**config.mk**
```make
export PLATFORM = sky130hd
export DESIGN_NAME = rx_plateau_detect_flat
export DESIGN_NICKNAME = d
export VERILOG_FILES = /design/src/rtl/rx_sync_pkg.sv /design/src/rtl/rx_plateau_detect_if.sv /design/src/rtl/rx_metric_cmp.sv /design/src/rtl/rx_plateau_detect.sv /design/src/flat_wrapper.sv
export SDC_FILE = /design/constraint.sdc
export NUM_CORES = 1
export LEC_CHECK = 0
export ABC_AREA = 1
export CORE_UTILIZATION = 59
export CTS_CLUSTER_DIAMETER = 40
export DETAILED_ROUTE_END_ITERATION = 12
export HOLD_SLACK_MARGIN = 0.02
export PLACE_DENSITY = 0.86
export SLEW_MARGIN = 20
export SYNTH_ARGS = -nofsm -noshare
export SYNTH_HDL_FRONTEND = slang
export SYNTH_SLANG_ARGS = --single-unit
```
**constraint.sdc**
```tcl
create_clock -name clk -period 11.3 [get_ports clk]
set_clock_uncertainty 0.15 [all_clocks]
set_input_delay 2.825 -clock clk [delete_from_list [all_inputs] [get_ports clk]]
set_output_delay 2.825 -clock clk [all_outputs]
set_load 0.05 [all_outputs]
```
**src/rtl/rx_sync_pkg.sv**
```systemverilog
// Shared definitions for the receiver sync/packet-detect stages.
// Widths of the accumulator sums, threshold scaling and detect FSM encoding.
package rx_sync_pkg;

  localparam int unsigned SUM_W         = 26;
  localparam int unsigned THR_FRAC_BITS = 3;
  localparam int unsigned THR_W         = 4;
  localparam int unsigned LHS_W         = SUM_W + THR_FRAC_BITS;
  localparam int unsigned RHS_W         = SUM_W + THR_W;

  typedef enum logic [1:0] {
    StIdle    = 2'd0,
    StPlateau = 2'd1,
    StDetect  = 2'd2,
    StHoldoff = 2'd3
  } det_state_e;

  // Accumulators can go briefly negative at start-up; treat that as zero energy.
  function automatic logic [SUM_W-1:0] clamp_neg(input logic signed [SUM_W-1:0] x);
    return x[SUM_W-1] ? '0 : x;
  endfunction

endpackage

```
**src/rtl/rx_plateau_detect_if.sv**
```systemverilog
// Sample stream in / detection status out for the plateau detector.
interface rx_plateau_detect_if
  import rx_sync_pkg::*;
#(
  parameter int unsigned CNT_W = 11
) ();

  logic                    ena;
  logic signed [SUM_W-1:0] corr_sum;
  logic signed [SUM_W-1:0] pow_sum;
  logic                    det_pulse;
  logic                    busy;
  logic [CNT_W-1:0]        plateau_cnt;

  modport master (
    output ena, corr_sum, pow_sum,
    input  det_pulse, busy, plateau_cnt
  );

  modport slave (
    input  ena, corr_sum, pow_sum,
    output det_pulse, busy, plateau_cnt
  );

endinterface

```
**src/rtl/rx_metric_cmp.sv**
```systemverilog
// Clamp, scale and compare of a correlation sum against a fraction of a power sum.
// Registered hit flag advances only on enabled samples.
module rx_metric_cmp
  import rx_sync_pkg::*;
#(
  parameter int unsigned THR_NUM = 6,
  parameter int unsigned PWR_MIN = 1024
) (
  input  logic                    clk,
  input  logic                    rst,
  input  logic                    ena_i,
  input  logic signed [SUM_W-1:0] corr_sum_i,
  input  logic signed [SUM_W-1:0] pow_sum_i,
  output logic                    hit_o
);

  logic [SUM_W-1:0] corr_c;
  logic [SUM_W-1:0] pow_c;
  logic [LHS_W-1:0] lhs;
  logic [RHS_W-1:0] rhs;
  logic             hit_d;
  logic             hit_q;

  // corr*8 > pow*THR_NUM is corr > (THR_NUM/8)*pow without a divider; both strict.
  always_comb begin
    corr_c = clamp_neg(corr_sum_i);
    pow_c  = clamp_neg(pow_sum_i);
    lhs    = {corr_c, {THR_FRAC_BITS{1'b0}}};
    rhs    = RHS_W'(pow_c) * RHS_W'(THR_NUM);
    hit_d  = (RHS_W'(lhs) > rhs) && (pow_c > SUM_W'(PWR_MIN));
  end

  always_ff @(posedge clk) begin
    if (rst) begin
      hit_q <= 1'b0;
    end else if (ena_i) begin
      hit_q <= hit_d;
    end
  end

  assign hit_o = hit_q;

endmodule

```
**src/rtl/rx_plateau_detect.sv**
```systemverilog
// Preamble plateau detector: counts consecutive qualifying samples, emits one
// detection strobe, then holds off re-triggering for a fixed number of samples.
module rx_plateau_detect
  import rx_sync_pkg::*;
#(
  parameter int unsigned PLATEAU_LEN = 64,
  parameter int unsigned HOLDOFF_LEN = 1024,
  parameter int unsigned THR_NUM     = 6,
  parameter int unsigned PWR_MIN     = 1024,
  parameter int unsigned CNT_W       = 11
) (
  input  logic               clk,
  input  logic               rst,
  rx_plateau_detect_if.slave bus
);

  localparam logic [CNT_W-1:0] PlatLast = CNT_W'(PLATEAU_LEN - 1);
  localparam logic [CNT_W-1:0] PlatFull = CNT_W'(PLATEAU_LEN);
  localparam logic [CNT_W-1:0] HoldLoad = CNT_W'(HOLDOFF_LEN);
  localparam logic [CNT_W-1:0] CntOne   = CNT_W'(1);

  logic             hit;
  det_state_e       state_q;
  logic [CNT_W-1:0] plateau_cnt_q;
  logic [CNT_W-1:0] holdoff_cnt_q;
  logic             det_pulse_q;
  logic             busy_q;

  rx_metric_cmp #(
    .THR_NUM (THR_NUM),
    .PWR_MIN (PWR_MIN)
  ) u_metric_cmp (
    .clk        (clk),
    .rst        (rst),
    .ena_i      (bus.ena),
    .corr_sum_i (bus.corr_sum),
    .pow_sum_i  (bus.pow_sum),
    .hit_o      (hit)
  );

  // det_pulse clears on every clock so it stays one clk wide even with ena low.
  always_ff @(posedge clk) begin
    if (rst) begin
      state_q       <= StIdle;
      plateau_cnt_q <= '0;
      holdoff_cnt_q <= '0;
      det_pulse_q   <= 1'b0;
      busy_q        <= 1'b0;
    end else begin
      det_pulse_q <= 1'b0;
      if (bus.ena) begin
        unique case (state_q)
          StIdle: begin
            if (hit) begin
              state_q       <= StPlateau;
              busy_q        <= 1'b1;
              plateau_cnt_q <= CntOne;
            end else begin
              plateau_cnt_q <= '0;
            end
          end
          StPlateau: begin
            if (!hit) begin
              state_q       <= StIdle;
              busy_q        <= 1'b0;
              plateau_cnt_q <= '0;
            end else if (plateau_cnt_q == PlatLast) begin
              state_q       <= StDetect;
              det_pulse_q   <= 1'b1;
              plateau_cnt_q <= PlatFull;
            end else begin
              plateau_cnt_q <= plateau_cnt_q + CntOne;
            end
          end
          StDetect: begin
            state_q       <= StHoldoff;
            holdoff_cnt_q <= HoldLoad;
            plateau_cnt_q <= '0;
          end
          StHoldoff: begin
            plateau_cnt_q <= '0;
            if (holdoff_cnt_q == CntOne) begin
              state_q       <= StIdle;
              busy_q        <= 1'b0;
              holdoff_cnt_q <= '0;
            end else begin
              holdoff_cnt_q <= holdoff_cnt_q - CntOne;
            end
          end
          default: begin
            state_q <= StIdle;
            busy_q  <= 1'b0;
          end
        endcase
      end
    end
  end

  assign bus.det_pulse   = det_pulse_q;
  assign bus.busy        = busy_q;
  assign bus.plateau_cnt = plateau_cnt_q;

endmodule

```
**src/flat_wrapper.sv**
```systemverilog
// flat-port wrapper written by rule: the top's interface ports become plain ports
module rx_plateau_detect_flat import rx_sync_pkg::*;
#(
  parameter int unsigned PLATEAU_LEN = 64,
  parameter int unsigned HOLDOFF_LEN = 1024,
  parameter int unsigned THR_NUM     = 6,
  parameter int unsigned PWR_MIN     = 1024,
  parameter int unsigned CNT_W       = 11
)
  (clk, rst, bus_ena, bus_corr_sum, bus_pow_sum, bus_det_pulse, bus_busy, bus_plateau_cnt);
  rx_plateau_detect_if #(.CNT_W(CNT_W)) bus_i ();
  input  logic clk;
  input  logic rst;
  input wire logic [$bits(bus_i.ena)-1:0] bus_ena;
  input wire logic [$bits(bus_i.corr_sum)-1:0] bus_corr_sum;
  input wire logic [$bits(bus_i.pow_sum)-1:0] bus_pow_sum;
  output wire logic [$bits(bus_i.det_pulse)-1:0] bus_det_pulse;
  output wire logic [$bits(bus_i.busy)-1:0] bus_busy;
  output wire logic [$bits(bus_i.plateau_cnt)-1:0] bus_plateau_cnt;
  assign bus_i.ena = bus_ena;
  assign bus_i.corr_sum = bus_corr_sum;
  assign bus_i.pow_sum = bus_pow_sum;
  assign bus_det_pulse = bus_i.det_pulse;
  assign bus_busy = bus_i.busy;
  assign bus_plateau_cnt = bus_i.plateau_cnt;
  rx_plateau_detect #(.PLATEAU_LEN(PLATEAU_LEN), .HOLDOFF_LEN(HOLDOFF_LEN), .THR_NUM(THR_NUM), .PWR_MIN(PWR_MIN), .CNT_W(CNT_W)) u_core (.clk(clk), .rst(rst), .bus(bus_i));
endmodule
```
# Word level (Yosys, flattened, before mapping)
# Index checks and enable logic that the tools add are counted.
# word_totals
reg_bits	27
word_cells	50
output_inout_bits	13
in_bits	55
# classes
n_addsub	2
bitwise_logic	3
mux	18
n_eq_ne	9
multipliers	1
reduce_logical	9
order_cmp	2
# op_table
cell	count
two-way mux 25 bit	2
two-way mux 11 bit	3
one-hot mux 11 bit (3 select lines)	1
> comparator 29 x 28 -> 1 bit	1
multiplier 25 x 2 -> 27 bit, second input constant	1
> comparator 25 x 11 -> 1 bit, second input constant	1
one-hot mux 11 bit (2 select lines)	1
adder 11 x 1 -> 11 bit, second input constant	1
equality test 11 x 1 -> 1 bit, second input constant	1
equality test 11 x 6 -> 1 bit, second input constant	1
subtractor 11 x 1 -> 11 bit, second input constant	1
two-way mux 2 bit	4
one-hot mux 2 bit (4 select lines)	1
two-way mux 1 bit	5
AND reduction 5 bit	1
equality test 2 bit, second input constant	2
inequality test 2 bit, second input constant	2
AND reduction 4 bit	1
OR reduction 4 bit	1
inequality test 3 x 2 -> 1 bit, second input constant	1
inverter 1 bit	3
one-hot mux 1 bit (3 select lines)	1
nonzero test 3 bit	1
equality test 2 x 1 -> 1 bit, second input constant	1
other kinds (6)	6

# Logic depth before layout (Yosys ltp)
# Gate-level depths: netlist (run 1).
# logic_depth
word_depth	4
depth_mapped	26
mapped_depth_nobuf	25

# Modules after synthesis
# A second synthesis (run 1) with hierarchy kept.
# unflattened
hier_cells	785
hier_area_um2	4520.6
# modules_own_cells
mod	cells_per_inst	n_inst	area_per_inst_um2	seq_area_each_um2
rx_metric_cmp	591	1	3154.3	20.0
rx_plateau_detect	194	1	1366.3	520.5

# Worst setup path after synthesis (run 1)
# Ideal clock, no wire load.
# synth_timing
path_kind	input port to flip-flop
startpoint	in bus_pow_sum[25]
endpoint	reg u_core.u_metric_cmp.hit_q (netlist: u_core.u_metric_cmp.hit_o)
setup_ns	0.116
n_path_buf	2
arrival_time_ns	5.449
stages	19
path_slack_ns	5.585
required_ns	11.034
cell_sequence	inv_4 buf_4 clkbuf_1 nand2_1 ha_1 a21o_1 a31oi_1 a21boi_0 nand3_1 nand2_1 nand2_1 ha_1 a21o_1 o21ai_0 nand2_1 a21oi_1 nand2_1 nand2_1 a21oi_1
# synth_between
elab_chain_len	4
elab_cells_between_ends	5
classes_between	mul: 1; order compare: 2; mux: 1; reduce/logical: 1
# synth_rtl
item	line	source
from (decl)	flat_wrapper.sv:16	input wire logic [$bits(bus_i.pow_sum)-1:0] bus_pow_sum;
two-way mux 25 bit (*)	rx_sync_pkg.sv:20	return x[SUM_W-1] ? '0 : x;
multiplier 25 x 2 -> 27 bit	rx_metric_cmp.sv:29	rhs = RHS_W'(pow_c) * RHS_W'(THR_NUM);
> comparator 29 x 28 -> 1 bit	rx_metric_cmp.sv:30	hit_d = (RHS_W'(lhs) > rhs) && (pow_c > SUM_W'(PWR_MIN));
logical AND 1 bit (*)	rx_metric_cmp.sv:30	
to (signal assigned)	rx_metric_cmp.sv:37	hit_q <= hit_d;
to (decl)	rx_metric_cmp.sv:22	logic hit_q;
# Mark *: on every way between the ends. The rest lies on a longest branch, timed or not.
# A chain may end at the register's enable or synchronous reset.

# Worst setup path after layout (run 1)
# Same ends and word-level chain as after synthesis.

==> reports/results.txt, run 1 <==
Synth Area per Inst: 5.77 sq um
max incr delay on CP: 0.54 ns
Finished Core Util: 71.9%
post-CTS resize count: 0
Post-synth EDFFs: 0
status: finished, final reports clean
H-tree level count: 1
Pint: 0.186 mW
Tmin final: 6.31 ns
Die W: 88.2 um
crit path cell chain: clkdlybuf4s50_1 -> inv_4 -> nand2_1 -> ha_1 -> a21o_1 -> a31oi_1 -> a21boi_0 -> nand3_1 -> nand2_1 -> nand2_1 -> ha_1 -> nand2_1 -> nor2_1 -> nand2_1 -> nor2_1 -> nand3_1 -> nand2_1 -> nor2_1 -> nand2_1 -> a21oi_1
Tot Pwr: 0.313 mW
Tcrit/Tclk final: 55.9%
gp weighted congestion: 0.975
hold-fix buffer count after cts: 0
reg2reg end: u_core.bus.plateau_cnt[10]
DRT iter0 DRCs: 196
Switch Pwr: 0.127 mW
Seq pwr share: 31.3%
data arrival time of the worst path: 6.33 ns
layout cell share with drive strength beyond 1: 4.25%
first-pass GRT wire length: 19200 um
Final Hold Fails: 0
Critical Path RT: 11.31 ns
Netlist Area Pre-Place: 4380 sq um
hold depth: 2
vias in the first global route: 4530
Buf/Inv on CP: 2
Root Buffer: clkbuf_8
Async S/R FF share, synth: 0%
Comb pwr share: 51.1%
Detail Route Antenna Nets: 0
delay-heaviest family, CP: simple AND/OR/NAND/NOR gates
post-CTS setup buffer count: 0
Synth top area share: 18.4%
worst min path class: flop to flop
Clock Latency Late Sink: 0.27 ns
Yosys top cell by area: nand2_1
internal reg-to-reg setup slack: 9.25 ns
# DRC: 0
first-pass iteration count of the detailed router: 6
Seq/Total Area, Yosys: 12.3%
routed vias/inst: 5.35
Area contributors post-synth: nand2_1, ha_1, dfxtp_1, inv_1, nor2_1
max-slew violation count: 0
Port Buffers: 67
final setup TNS: 0 ns
Worst-Margin Slew: 0.812 ns
initial core utilization: 60.8%
CTS Buf Count: 3
ANT cells: 0
Sink Count: 27
CTS Buffer Depth: 2
Synth cell types: 39
Leak Pwr: 2.75 nW
Max Clk Rate: 0.158 GHz
Critical Path End Type: flop
Die Span Y: 88.2 um
largest net degree at the start of global routing: 36
crit path launch type: primary input
Top cell by count, worst path: nand2_1
GRT Total Usage: 30.7%
vias: 4934
Detail Placement HPWL: 9930 um
initial antenna violation count: 0
Die ar.: 7780 sq um
hold endpoint: u_core.u_metric_cmp.hit_o
maximum fanout along the worst path: 35
slowest CP cell: clkdlybuf4s50_1
max cap viols: 0
worst-case reg-to-reg path depth: 10
row count: 31
Synth-to-Final Area Change: 18.3%
Syn. warnings: 0
number of synthesized register bits: 27
Syn Inst Count: 760
clock transition at the registers of the reported paths: 0.09 ns
sw frac: 40.6%
Worst Min Path Start: u_core.u_metric_cmp.hit_o
Peak VDD IR: 0.0455 mV
Routed WL: 11600 um
Clock power frac: 17.6%
Main synth FF type: dfxtp_1
final-report setup violation count: 0
RSZ-0062 raised after global routing: false
Crit Path Category: primary input to flop
GR Overflow Total: 0
RR Startpoint: u_core.bus.plateau_cnt[0]
final net count: 942
Avg WL per Cell: 12.6 um
Net Count, Synth: 877
Core Footprint: 7210 sq um
Pwr Density: 60.4 nW/um^2
CTS tree: done
Slew HR: 45.7%
# IOs: 68
power groups by stage:
stage / clock network [mW] / logic [mW] / registers (mW)
after global placement: 0 / 0.153 / 0.0999
after floorplan: 0 / 0.104 / 0.102
after detailed placement: 0 / 0.157 / 0.0999
after global routing: 0.0577 / 0.180 / 0.0981
final: 0.0552 / 0.160 / 0.0979
after CTS: 0.0543 / 0.159 / 0.0978
synthesized netlist by cell type (2+ instances only):
library cell,count
ha_1,62
nand3_4,3
o21ai_1,2
o21a_1,2
nor2_2,3
inv_1,136
xnor2_1,8
clkbuf_1,4
a211oi_1,4
nor4_1,2
nand3b_1,3
xor2_1,12
clkinv_1,3
nand4_1,21
nor2_1,104
nand3_1,34
or2_2,2
a31oi_1,2
nor3_1,17
nand3_2,7
o21ai_0,17
dfxtp_1,27
nand2_4,2
o21bai_1,2
a21oi_1,43
nand2_2,10
a21o_1,2
nand2_1,215
per-stage QoR:
stage	std cells	hold WS (ns)	worst slack (ns)	instance area, sq um
final	923	0.322	4.99	5180
after global routing	923	0.339	4.62	5180
after CTS	923	0.319	5.03	5180
after detailed placement	919	0.298	4.74	5140
after global placement	919	0.283	4.78	5140
after floorplan	760	0.289	5.58	4380
layout by cell type, fill, tap and decap left out, types with 8 or more instances in the layout:
| cell type | count |
|---|---|
| a21oi_1 | 43 |
| clkdlybuf4s50_1 | 67 |
| dfxtp_1 | 27 |
| ha_1 | 62 |
| inv_1 | 136 |
| nand2_1 | 215 |
| nand2_2 | 10 |
| nand3_1 | 34 |
| nand4_1 | 21 |
| nor2_1 | 104 |
| nor3_1 | 17 |
| o21ai_0 | 17 |
| xnor2_1 | 8 |
| xor2_1 | 12 |
sequential cells by signal, summed over array words and instances (netlist names), named ones only:
signal                     count
u_core.bus.busy                1
u_core.u_metric_cmp.hit_o      1
u_core.bus.plateau_cnt        11
u_core.bus.det_pulse           1
u_core.state_q                 1
u_core.holdoff_cnt_q          11
cells by family (layout without fill, tap and decap cells):
logic type	Yosys count	in the layout	share of synthesized area (%)
buf+inv	147	211	12.9
xor+xnor	21	21	4.37
simple gates	426	426	43.0
compound gates	77	77	9.65
flops	27	27	12.3
fa+ha+maj	62	62	17.7
worst register-to-register path: stages (launching register included):
cell and delay, ns:
dfxtp_1 0.43, ha_1 0.23, nand3_1 0.11, nor2_1 0.17
nand2_1 0.13, nor2_1 0.10, nand2_1 0.07, nand2_1 0.17
nand2_1 0.10, nand2_1 0.21, nor2_1 0.08
per-layer routing:
metal	up-vias	wire length (um)	track usage (%)
met1	2200	5120	38.1
met4	0	322	9.24
met5	-	0	0
li1	2529	-	-
met3	31	568	0.848
met2	174	5600	57.1
layout make-up:
class,instances,area (sq um)
sequential,27,541
timing repair buffer,67,671
inverter,140,528
clock buffer,4,45.0
multi-input combinational,586,3280
tap,99,124
fill,646,2030
worst max-delay path by stage:
stage | endpoint | depth (start not counted) | slack (ns) | from
CTS | u_core.u_metric_cmp.hit_o | 20 | 5.03 | bus_pow_sum[25]
global placement | u_core.u_metric_cmp.hit_o | 21 | 4.78 | bus_pow_sum[25]
finish | u_core.u_metric_cmp.hit_o | 20 | 4.99 | bus_pow_sum[25]
detailed placement | u_core.u_metric_cmp.hit_o | 20 | 4.74 | bus_pow_sum[25]
floorplan | u_core.u_metric_cmp.hit_o | 19 | 5.58 | bus_pow_sum[25]
global route | u_core.u_metric_cmp.hit_o | 20 | 4.62 | bus_pow_sum[25]
No activity file was read; power rests on OpenSTA's default activity.
==> inputs of run 2 (changes only) <==
--- a/config.mk
+++ b/config.mk
@@ -6,11 +6,11 @@
 export NUM_CORES = 1
 export LEC_CHECK = 0
 export ABC_AREA = 1
-export CORE_UTILIZATION = 59
+export CORE_UTILIZATION = 51
 export CTS_CLUSTER_DIAMETER = 40
 export DETAILED_ROUTE_END_ITERATION = 12
 export HOLD_SLACK_MARGIN = 0.02
-export PLACE_DENSITY = 0.86
+export PLACE_DENSITY = 0.79
 export SLEW_MARGIN = 20
 export SYNTH_ARGS = -nofsm -noshare
 export SYNTH_HDL_FRONTEND = slang
==> constraint.sdc (replaced) <==
create_clock -name clk -period 5.3 [get_ports clk]
set_clock_uncertainty 0.15 [all_clocks]
set_input_delay 1.325 -clock clk [delete_from_list [all_inputs] [get_ports clk]]
set_output_delay 1.325 -clock clk [all_outputs]
set_load 0.05 [all_outputs]
==> run 2 against run 1 <==
Against the previous run:
- sequential cell count is the same
- total power is 110% higher
- cell count rose by 0.65%
- critical path type unchanged
==> reports/results.txt, run 2 (synthesis results as in run 1) <==
Tmin final: 4.83 ns
largest net degree at the start of global routing: 36
Final Instance Area: 5190 sq um
row count: 33
post-CTS resize count: 0
hold-fix buffer count after cts: 0
initial antenna violation count: 0
Peak VDD IR: 0.0728 mV
# DRC: 0
Pwr Density: 128 nW/um^2
vias: 4843
Clock Latency Late Sink: 0.27 ns
gp weighted congestion: 0.968
post-CTS setup buffer count: 0
dpl ws: 0.162 ns
DRT iter0 DRCs: 219
first-pass iteration count of the detailed router: 5
Port Buffers: 67
Synth-to-Final Area Change: 18.5%
max-slew violation count: 0
Final Hold Fails: 0
Die Span Y: 94.7 um
first-pass GRT wire length: 19300 um
CTS Buffer Depth: 2
data arrival time of the worst path: 4.84 ns
Sink Count: 27
Finished Core Util: 62.9%
delay-heaviest family, CP: simple AND/OR/NAND/NOR gates
clock transition at the registers of the reported paths: 0.09 ns
final-report setup violation count: 0
Seq pwr share: 31.5%
most frequent cells in the layout: nand2_1, inv_1, nor2_1
Switch Pwr: 0.268 mW
Tcrit/Tclk final: 91.1%
Max Clk Rate: 0.207 GHz
vias in the first global route: 4605
max cap viols: 0
Crit Path Category: primary input to flop
maximum fanout along the worst path: 35
RSZ-0062 raised after global routing: false
Slew HR: 47.3%
Core Footprint: 8260 sq um
Avg WL per Cell: 12.2 um
Root Buffer: clkbuf_8
GRT Total Usage: 26.3%
Buf/Inv on CP: 3
internal reg-to-reg setup slack: 3.17 ns
ANT cells: 0
final setup TNS: 0 ns
routed vias/inst: 5.21
min setup slack post-route: 0.474 ns
Worst-Margin Slew: 0.788 ns
Pint: 0.394 mW
Top cell by count, worst path: nand2_1
Clock power frac: 17.6%
placed cell areas: 5150 sq um
Routed WL: 11300 um
sw frac: 40.5%
status: finished, final reports clean
# IOs: 68
crit path launch type: primary input
Leak Pwr: 2.75 nW
Critical Path RT: 5.31 ns
final net count: 942
Detail Route Antenna Nets: 0
Critical Path End Type: flop
max incr delay on CP: 0.56 ns
worst min path class: flop to flop
CTS Buf Count: 3
initial core utilization: 53.1%
Die W: 94.7 um
Detail Placement HPWL: 9850 um
H-tree level count: 1
Die ar.: 8970 sq um
CTS tree: done
Comb pwr share: 50.9%
crit path cell chain: clkdlybuf4s50_1 -> inv_4 -> nand2_1 -> ha_1 -> inv_1 -> nor3_1 -> nand2_1 -> nor3_1 -> nand2_1 -> nand4_1 -> nand2_1 -> ha_1 -> nand2_1 -> nor2_1 -> nand2_1 -> nor2_1 -> nand3_1 -> nand2_1 -> nor2_1 -> nand2_1 -> a21oi_1
slowest CP cell: clkdlybuf4s50_1
most common cell after layout, fill and taps aside: nand2_1
GR Overflow Total: 0
layout cell share with drive strength beyond 1: 4.37%
run 2: cell types whose count changed in the layout (fill, tap and decap cells not counted), sizes merged:
cell,change
clkinv,+1
clkbuf,-1
run 2: stage by stage:
step,hold slack (ns),power (mW),cells
finish,0.315,0.663,929
global route,0.331,0.719,929
CTS,0.318,0.664,929
detailed placement,0.306,0.548,925
global placement,0.287,0.541,925
floorplan,0.289,0.439,760
run 2: final cells by class:
cell class                      count  area, sq um
Tap cell                          105          131
Multi-Input combinational cell    586         3280
Sequential cell                    27          541
Clock buffer                        3         41.3
Timing Repair Buffer               67          671
Fill cell                         845         3070
Clock inverter                      1         5.00
Inverter                          140          528
run 2: power groups by stage:
stage               sequential, mW  combinational (mW)  clock [mW]
global placement             0.213               0.328           0
finish                       0.209               0.337       0.117
CTS                          0.209               0.336       0.119
global route                 0.209               0.382       0.128
floorplan                    0.218               0.221           0
detailed placement           0.213               0.334           0
run 2: worst min-delay path, cell delays in order (launching register included):
cell,delay (ns)
dfxtp_1,0.32
inv_1,0.06
a21oi_1,0.05
run 2: worst paths after layout:
check | startpoint | to | depth (start not counted)
hold reg to reg | u_core.bus.busy | u_core.bus.busy | 2
hold / removal | u_core.bus.busy | u_core.bus.busy | 2
setup reg to reg | u_core.bus.plateau_cnt[0] | u_core.bus.plateau_cnt[10] | 10
setup / recovery | bus_pow_sum[25] | u_core.u_metric_cmp.hit_o | 21
run 2: routing by layer:
layer / global-route usage (%) / up-vias / wire length, um
li1: - / 2532 / -
met1: 32.8 / 2135 / 5090
met2: 49.1 / 152 / 5480
met3: 0.564 / 24 / 484
met4: 7.45 / 0 / 252
met5: 0 / - / 0
==> inputs of run 3 (changes only) <==
--- a/config.mk
+++ b/config.mk
@@ -6,6 +6,7 @@
 export NUM_CORES = 1
 export LEC_CHECK = 0
 export ABC_AREA = 1
+export CORE_MARGIN = 4
 export CORE_UTILIZATION = 51
 export CTS_CLUSTER_DIAMETER = 40
 export DETAILED_ROUTE_END_ITERATION = 12
==> run 3 against run 2 <==
Against the previous run:
- cell area hardly changed
- sequential power hardly changed
- sequential share of layout area hardly changed
- sequential cell count stayed put
- cell count stayed put
- fmax is 0.75% higher
- critical path depth stayed put
- count of clock-buffer cells in the layout is 1 higher
- highest routed layer unchanged
==> reports/results.txt, run 3 (synthesis results as in run 1) <==
crit path cell chain: clkdlybuf4s50_1 -> inv_6 -> nand2_1 -> ha_1 -> inv_1 -> nor3_1 -> nand2_1 -> nor3_1 -> nand2_1 -> nand4_1 -> nand2_1 -> ha_1 -> nand2_1 -> nor2_1 -> nand2_1 -> nor2_1 -> nand3_1 -> nand2_1 -> nor2_1 -> nand2_1 -> a21oi_1
final setup TNS: 0 ns
Pint: 0.396 mW
Worst Hold Slack: 0.316 ns
Routed WL: 11700 um
Clock Latency Late Sink: 0.28 ns
placed cell areas: 5150 sq um
final-report setup violation count: 0
clock transition at the registers of the reported paths: 0.09 ns
Sink Count: 27
Comb pwr share: 50.9%
Leak Pwr: 2.75 nW
H-tree level count: 1
max incr delay on CP: 0.58 ns
Max Clk Rate: 0.209 GHz
CTS Buf Count: 3
Seq pwr share: 31.3%
ANT cells: 0
Die W: 101 um
worst min path class: flop to flop
CTS Buffer Depth: 2
Die Span Y: 101 um
non-filler cells in the finished layout: 929
Critical Path End Type: flop
Avg WL per Cell: 12.6 um
Post-Place Cells: 925
most common cell after layout, fill and taps aside: nand2_1
gp weighted congestion: 0.990
Synth-to-Final Area Change: 18.5%
Peak VDD IR: 0.0759 mV
slowest CP cell: clkdlybuf4s50_1
fill count: 849
Core Footprint: 8300 sq um
Final Instance Area: 5190 sq um
RSZ-0062 raised after global routing: false
Critical Path RT: 5.31 ns
# DRC: 0
max cap viols: 0
initial antenna violation count: 0
row count: 33
Root Buffer: clkbuf_8
Crit Path Category: primary input to flop
max-slew violation count: 0
GR Overflow Total: 0
Tcrit/Tclk final: 90.4%
first-pass GRT wire length: 19500 um
Detail Route Antenna Nets: 0
vias in the first global route: 4605
GRT Total Usage: 23.0%
Switch Pwr: 0.270 mW
initial core utilization: 52.8%
DRT iter0 DRCs: 207
Tmin final: 4.79 ns
Top cell by count, worst path: nand2_1
CTS tree: done
first-pass iteration count of the detailed router: 7
Slew HR: 48.0%
Final Hold Fails: 0
layout cell share with drive strength beyond 1: 4.25%
sw frac: 40.5%
crit path launch type: primary input
largest net degree at the start of global routing: 36
maximum fanout along the worst path: 35
data arrival time of the worst path: 4.80 ns
Worst-Margin Slew: 0.777 ns
routed vias/inst: 5.24
Port Buffers: 67
final net count: 942
Pwr Density: 128 nW/um^2
most frequent cells in the layout: nand2_1, inv_1, nor2_1
# IOs: 68
Detail Placement HPWL: 10100 um
Die ar.: 10100 sq um
Clock power frac: 17.8%
vias: 4871
delay-heaviest family, CP: simple AND/OR/NAND/NOR gates
Buf/Inv on CP: 3
status: finished, final reports clean
-- run 3: cell types whose count changed in the layout (fill, tap and decap cells not counted), sizes merged --
cell    delta
clkbuf     +1
clkinv     -1
-- run 3: tightest hold or removal path, stage by stage, from the launching register on --
cell	delay (ns)
dfxtp_1	0.32
inv_1	0.05
a21oi_1	0.06
-- run 3: layout make-up --
cell class	count	area (sq um)	share of cell area [%]
Multi-Input combinational cell	586	3280	63.1
Timing Repair Buffer	67	671	12.9
Sequential cell	27	541	10.4
Inverter	140	531	10.2
Tap cell	105	131	2.53
Clock buffer	4	45.0	0.867
-- run 3: metal layers --
layer	GRT usage (%)	routed length [um]
met2	43.8	5910
met4	4.46	138
met5	0	0
met3	1.25	444
met1	28.4	5240
-- run 3: power by group through the flow --
| stage | clock network, mW | logic [mW] | registers [mW] |
|---|---|---|---|
| global route | 0.127 | 0.384 | 0.209 |
| finish | 0.118 | 0.339 | 0.209 |
| floorplan | 0 | 0.221 | 0.218 |
| detailed placement | 0 | 0.334 | 0.213 |
| global placement | 0 | 0.326 | 0.213 |
| CTS | 0.120 | 0.336 | 0.209 |
-- run 3: timing repair --
item / 4_1_cts / 5_1_grt
resized for setup: 0 / 1
setup endpoints to repair: 0 / 1
hold buffers: 0 / 0
setup buffers: 0 / 0
-- run 3: worst paths after layout --
path / start / cells after the start / slack (ns) / end
worst max register to register: u_core.bus.plateau_cnt[1] / 10 / 3.10 / u_core.bus.plateau_cnt[5]
worst max-delay path: bus_pow_sum[25] / 21 / 0.51 / u_core.u_metric_cmp.hit_o
worst min register to register: u_core.bus.busy / 2 / 0.32 / u_core.bus.busy
worst min-delay path: u_core.bus.busy / 2 / 0.32 / u_core.bus.busy
-- run 3: metrics by stage --
| step | utilization (%) | worst slack [ns] | power [mW] |
|---|---|---|---|
| floorplan | - | 1.08 | 0.439 |
| global placement | 62.0 | 0.251 | 0.539 |
| detailed placement | 62.0 | 0.172 | 0.547 |
| CTS | 62.6 | 0.456 | 0.665 |
| global route | 62.6 | 0.0793 | 0.720 |
| finish | 62.6 | 0.509 | 0.666 |
